## src/rtl/p2s_pkg.sv

```systemverilog
// p2s_pkg
// Shared defaults and state encoding for the 4-lane parallel-to-serial striper.
//   DATA_W   : bits per lane byte
//   LANES    : number of serial lanes
//   IDLE_SYM : byte sent on every lane when no word is transferred
//   state_e  : ST_IDLE (0) / ST_DATA (1)
package p2s_pkg;

   localparam int DATA_W = 8;
   localparam int LANES  = 4;
   localparam logic [DATA_W-1:0] IDLE_SYM = 8'hBC;

   typedef enum logic {
      ST_IDLE = 1'b0,
      ST_DATA = 1'b1
   } state_e;

endpackage

```

## src/rtl/p2s_lane.sv

```systemverilog
// p2s_lane
// One serial lane: a DATA_W-bit shift register that is loaded with a new byte,
// shifted left MSB-first with zero fill, or held. The MSB is the lane output.
// Ports:
//   CLK     : clock, rising edge
//   reset   : asynchronous active-low reset, loads IDLE_SYM
//   load_i  : load data_i on this edge (has priority over shift_i)
//   shift_i : shift left by one on this edge
//   data_i  : byte to load
//   msb_o   : current MSB, i.e. the bit on the wire
module p2s_lane #(
   parameter int DATA_W = p2s_pkg::DATA_W,
   parameter logic [DATA_W-1:0] IDLE_SYM = p2s_pkg::IDLE_SYM
) (
   input  logic              CLK,
   input  logic              reset,
   input  logic              load_i,
   input  logic              shift_i,
   input  logic [DATA_W-1:0] data_i,
   output logic              msb_o
);

   import p2s_pkg::*;

   logic [DATA_W-1:0] shift_q;
   logic [DATA_W-1:0] shift_d;

   // Next value of the lane register: a fresh byte on a load edge, a one-bit
   // left shift on other enabled edges, otherwise hold.
   always_comb begin
      shift_d = shift_q;
      if (load_i) begin
         shift_d = data_i;
      end else if (shift_i) begin
         shift_d = {shift_q[DATA_W-2:0], 1'b0};
      end
   end

   // Reset parks the lane on the idle symbol so the wire shows an idle MSB.
   always_ff @(posedge CLK or negedge reset) begin
      if (!reset) begin
         shift_q <= IDLE_SYM;
      end else begin
         shift_q <= shift_d;
      end
   end

   assign msb_o = shift_q[DATA_W-1];

endmodule

```

## src/rtl/p2s_striper.sv

```systemverilog
// p2s_striper
// Accepts one LANES*DATA_W word per byte period over valid/ready, stripes
// byte k onto lane k and serializes every lane MSB-first. When no word is
// offered at a byte boundary, every lane sends IDLE_SYM instead.
// Ports:
//   CLK     : clock, rising edge
//   reset   : asynchronous active-low reset
//   ENB     : enable; low freezes counter, lanes and state
//   data_in : word; lane k takes data_in[DATA_W*k +: DATA_W]
//   valid   : data_in is offered (sampled only on load edges)
//   ready   : word is accepted on this edge if valid is high
//   s_out   : serial lanes, MSB first
//   sync    : high while a byte MSB is on s_out
//   active  : high while the byte on s_out is data rather than idle
module p2s_striper #(
   parameter int DATA_W = p2s_pkg::DATA_W,
   parameter int LANES  = p2s_pkg::LANES,
   parameter logic [DATA_W-1:0] IDLE_SYM = p2s_pkg::IDLE_SYM
) (
   input  logic                    CLK,
   input  logic                    reset,
   input  logic                    ENB,
   input  logic [LANES*DATA_W-1:0] data_in,
   input  logic                    valid,
   output logic                    ready,
   output logic [LANES-1:0]        s_out,
   output logic                    sync,
   output logic                    active
);

   import p2s_pkg::*;

   localparam int CNT_W = (DATA_W > 1) ? $clog2(DATA_W) : 1;
   localparam logic [CNT_W-1:0] CNT_MAX = CNT_W'(DATA_W - 1);

   logic [CNT_W-1:0] cnt_q;
   logic [CNT_W-1:0] cnt_d;
   state_e           state_q;
   logic             loadEdge;
   logic             shiftEn;
   logic [LANES-1:0] laneMsb;

   // The last bit of a byte is on the wire when the counter sits at its top;
   // the following enabled edge is the only point where a new byte enters.
   assign loadEdge = ENB && (cnt_q == CNT_MAX);
   assign shiftEn  = ENB && !loadEdge;

   // Bit counter: advances on enabled edges and wraps at the byte boundary.
   always_comb begin
      cnt_d = cnt_q;
      if (ENB) begin
         if (cnt_q == CNT_MAX) begin
            cnt_d = '0;
         end else begin
            cnt_d = cnt_q + 1'b1;
         end
      end
   end

   always_ff @(posedge CLK or negedge reset) begin
      if (!reset) begin
         cnt_q <= '0;
      end else begin
         cnt_q <= cnt_d;
      end
   end

   // Byte-type state machine: it only changes at a byte boundary, so the
   // state always describes the byte currently being serialized.
   always_ff @(posedge CLK or negedge reset) begin
      if (!reset) begin
         state_q <= ST_IDLE;
      end else if (loadEdge) begin
         if (valid) begin
            state_q <= ST_DATA;
         end else begin
            state_q <= ST_IDLE;
         end
      end
   end

   // One shift register per lane; each takes its own byte of the word, or
   // the idle symbol when nothing is offered at the boundary.
   for (genvar k = 0; k < LANES; k++) begin : g_lane
      logic [DATA_W-1:0] laneLoad;

      assign laneLoad = valid ? data_in[DATA_W*k +: DATA_W] : IDLE_SYM;

      p2s_lane #(
         .DATA_W   (DATA_W),
         .IDLE_SYM (IDLE_SYM)
      ) u_lane (
         .CLK     (CLK),
         .reset   (reset),
         .load_i  (loadEdge),
         .shift_i (shiftEn),
         .data_i  (laneLoad),
         .msb_o   (laneMsb[k])
      );
   end

   assign ready  = loadEdge;
   assign s_out  = laneMsb;
   assign sync   = (cnt_q == '0);
   assign active = (state_q == ST_DATA);

endmodule

```

## config.mk

```make
export PLATFORM = sky130hd
export DESIGN_NAME = p2s_striper
export DESIGN_NICKNAME = d
export VERILOG_FILES = /design/src/rtl/p2s_pkg.sv /design/src/rtl/p2s_lane.sv /design/src/rtl/p2s_striper.sv
export SDC_FILE = /design/constraint.sdc
export NUM_CORES = 1
export LEC_CHECK = 0
export CORE_MARGIN = 3
export CORE_UTILIZATION = 45
export CTS_BUF_LIST = sky130_fd_sc_hd__clkbuf_4 sky130_fd_sc_hd__clkbuf_8
export CTS_CLUSTER_SIZE = 12
export DETAILED_ROUTE_END_ITERATION = 10
export HOLD_SLACK_MARGIN = 0.05
export PLACE_DENSITY = 0.78
export SLEW_MARGIN = 10
export SYNTH_ARGS = -nofsm -noshare
export SYNTH_HDL_FRONTEND = slang
export SYNTH_SLANG_ARGS = --single-unit
export TNS_END_PERCENT = 1
```

## constraint.sdc

```tcl
create_clock -name CLK -period 2.03 [get_ports CLK]
set_input_delay 0.203 -clock CLK [delete_from_list [all_inputs] [get_ports CLK]]
set_output_delay 0.203 -clock CLK [all_outputs]
set_load 0.05 [all_outputs]
```

==> results.md <==
* Skew-Pair Late Insertion Delay at 0.28 ns
* Cells after synthesis at 195
* Vias in the first global route at 1352
* Hold WC Path Type: input port to flip-flop
* Stages on the worst setup path at 1
* PD cells at 1050 mW/mm^2
* Num CTS Buffers at 5
* Setup CP Type: flip-flop to primary output
* Final worst path period need at 1.81 ns
* Die Ht at 70.6 um
* ANT nets after route at 0
* Crit-path cells: clkdlybuf4s50_1
* CP Capture Type: primary output
* Worst Path Buf+Inv at 1
* Syn Nets at 234
* EDFF count, synth at 0
* DRT Pass-1 Iters at 4
* Slew headroom at 47.7%
* Reg2reg setup slack at 0.52 ns
* Max clock buf depth at 2
* Post-CTS Setup Inserts at 0
* Syn Area/Cell at 9.63 sq um
* Gr ovfl total at 0
* Max stage delay on crit path at 0.79 ns
* Starting DRT DRC Count at 67
* Initial antenna violation count at 0
* CTS H-Tree Depth at 2
* Worst slew pin tran at 0.785 ns
* Leading area contributor after synthesis: dfstp_2
* Post-synth top cells: inv_1 (26), o22ai_1 (25), o21ai_0 (21)
* Leak Pwr at 1.04 nW
* Die Wd at 70.6 um
* CORE AREA at 0.00383 sq mm
* Area growth from synthesis to layout at 25.3%
* Clock Skew at 0.00373 ns
* IO buf count at 42
* Final Cell Area at 0.00235 sq mm
* Max cap viols at 0
* CP max stage cell: clkdlybuf4s50_1
* Multi-input logic area at 711 sq um
* Worst Reg-to-Reg Cells at 5
* I/O Pins at 43
* Total negative slack at 0 ns
* Yosys reg bits at 36
* # setup viols final at 0
* Top delay family on crit path: buffers and inverters
* Fin crit share at 89.1%
* Layout cell share with drive strength beyond 1 at 17.0%
* Vias per cell at 5.05
* Via count at 1404
* First-pass GRT wire length at 5.89 mm
* Critical Path AT at 1.60 ns
* Total wire length at 3.42 mm
* Synthesis warning total at 0
* Worst Path Required at 1.83 ns
* All-layer global routing usage at 14.6%
* DP HPWL at 2.21 mm
* Peak supply drop at 0.000536 V
* Max-slew violation count at 0
* WL/cell at 12.3 um
* Asr flop ratio synth at 100%
* Post-synth top area share at 28.0%
* Distinct cell type count after synthesis at 22
* CTS Sinks at 36
* Placed cells at 269
* Unrepaired setup endpoints after global routing: false
* Mapped Area at 0.00188 sq mm
* Post-synth top flop: dfstp_2
* Critical path fanouts, max at 2
* Non-Filler Instances at 278
* Diodes inserted at 0
* Fin. Hold Viols at 0
* Rows at 22
* Die ar. at 0.00498 sq mm
* Hold path depth at 3
* Largest net degree at the start of global routing at 44
* Register area share after synthesis at 49.3%
* Filler Cells Inserted at 347
* Worst-path clk slew at 0.07 ns
* Storage cell area at 926 sq um
* CTS root buf: clkbuf_8
* Most frequent cell after synthesis: inv_1
* Max Clk Rate at 0.553 GHz
* Status: finished, final reports clean
* Initial Utilization at 49.1%
* CTS tree: yes
* Cell Area, Placed at 0.00225 sq mm
* Synth area leaders: dfstp_2 (28%), dfrtp_1 (21%), and3b_1 (9.3%)
* DRC at 0
* RD Place Congestion at 0.721
* Layout Nets at 268
* Setup crit start kind: flip-flop
[stage by stage]
stage / utilization, % / total power, mW / hold WS [ns] / worst slack (ns)
final: 61.5 / 2.46 / 0.372 / 0.222
after global routing: 61.5 / 2.65 / 0.388 / 0.178
after CTS: 61.5 / 2.50 / 0.362 / 0.207
after detailed placement: 58.8 / 1.96 / 0.334 / 0.518
after global placement: 58.8 / 1.94 / 0.330 / 0.535
after floorplan: - / 1.76 / -0.0926 / 0.348
[cells in the final DEF (no fill, tap or decap)]
| master | n |
|---|---|
| clkdlybuf4s50_1 | 38 |
| inv_1 | 26 |
| o22ai_1 | 25 |
| o21ai_0 | 21 |
| and3b_1 | 20 |
| dfstp_2 | 20 |
| dfrtp_1 | 16 |
| nand3_1 | 8 |
| nand2b_1 | 8 |
| nor2_1 | 8 |
| a31oi_1 | 8 |
| nand2_1 | 6 |
| clkbuf_8 | 6 |
| buf_4 | 6 |
| ha_1 | 3 |
| mux2_2 | 2 |
| clkinv_2 | 2 |
| buf_2 | 2 |
| and2_1 | 1 |
| nor2b_1 | 1 |
| or3b_1 | 1 |
| dlygate4sd3_1 | 1 |
| buf_12 | 1 |
[routing by layer]
metal,global-route usage (%),wire length (um),vias up
li1,-,-,732
met1,18.7,1660,635
met2,23.1,1510,32
met3,3.98,203,5
met4,6.89,45,0
met5,0,0,-
[registers in the layout, summed over array words and instances (netlist names)]
register / cells
g_lane.u_lane.shift_q: 32
cnt_q: 3
active: 1
[cells by family (layout without fill, tap and decap cells)]
logic type | after synthesis | count (layout) | share of synthesized area (%)
buf+inv | 47 | 82 | 12.9
mux | 2 | 2 | 1.20
simple gates | 53 | 53 | 18.1
flops | 36 | 36 | 49.3
compound gates | 54 | 54 | 16.6
fa+ha+maj | 3 | 3 | 2.00
[power by group]
part,leakage (nW),internal (mW),switching [mW]
Combinational,0.577,0.355,0.461
Sequential,0.410,1.02,0.105
Clock,0.0510,0.271,0.248
Total,1.04,1.65,0.814
[final cells by class]
| type | count | share of cell area [%] |
|---|---|---|
| Clock buffer | 6 | 3.51 |
| Clock inverter | 2 | 0.426 |
| Inverter | 26 | 4.15 |
| Multi-Input combinational cell | 112 | 30.2 |
| Sequential cell | 36 | 39.4 |
| Tap cell | 48 | 2.55 |
| Timing Repair Buffer | 48 | 19.8 |
[path summary, 6_finish.rpt]
| path | start | endpoint |
|---|---|---|
| worst min-delay path | ENB | g_lane[2].u_lane.shift_q[3] |
| worst min register to register | g_lane[3].u_lane.shift_q[7] | g_lane[3].u_lane.shift_q[7] |
| worst max-delay path | g_lane[1].u_lane.shift_q[7] | s_out[1] |
| min in group asynchronous | reset | active |
| max in group asynchronous | reset | g_lane[1].u_lane.shift_q[0] |
| worst max register to register | cnt_q[0] | g_lane[1].u_lane.shift_q[0] |
[repair_timing]
item | CTS | global route
hold buffers | 1 | 0
gates resized for setup | 0 | 0
endpoints found under the hold margin | 16 | 0
Power figures use the tool's default switching activity.
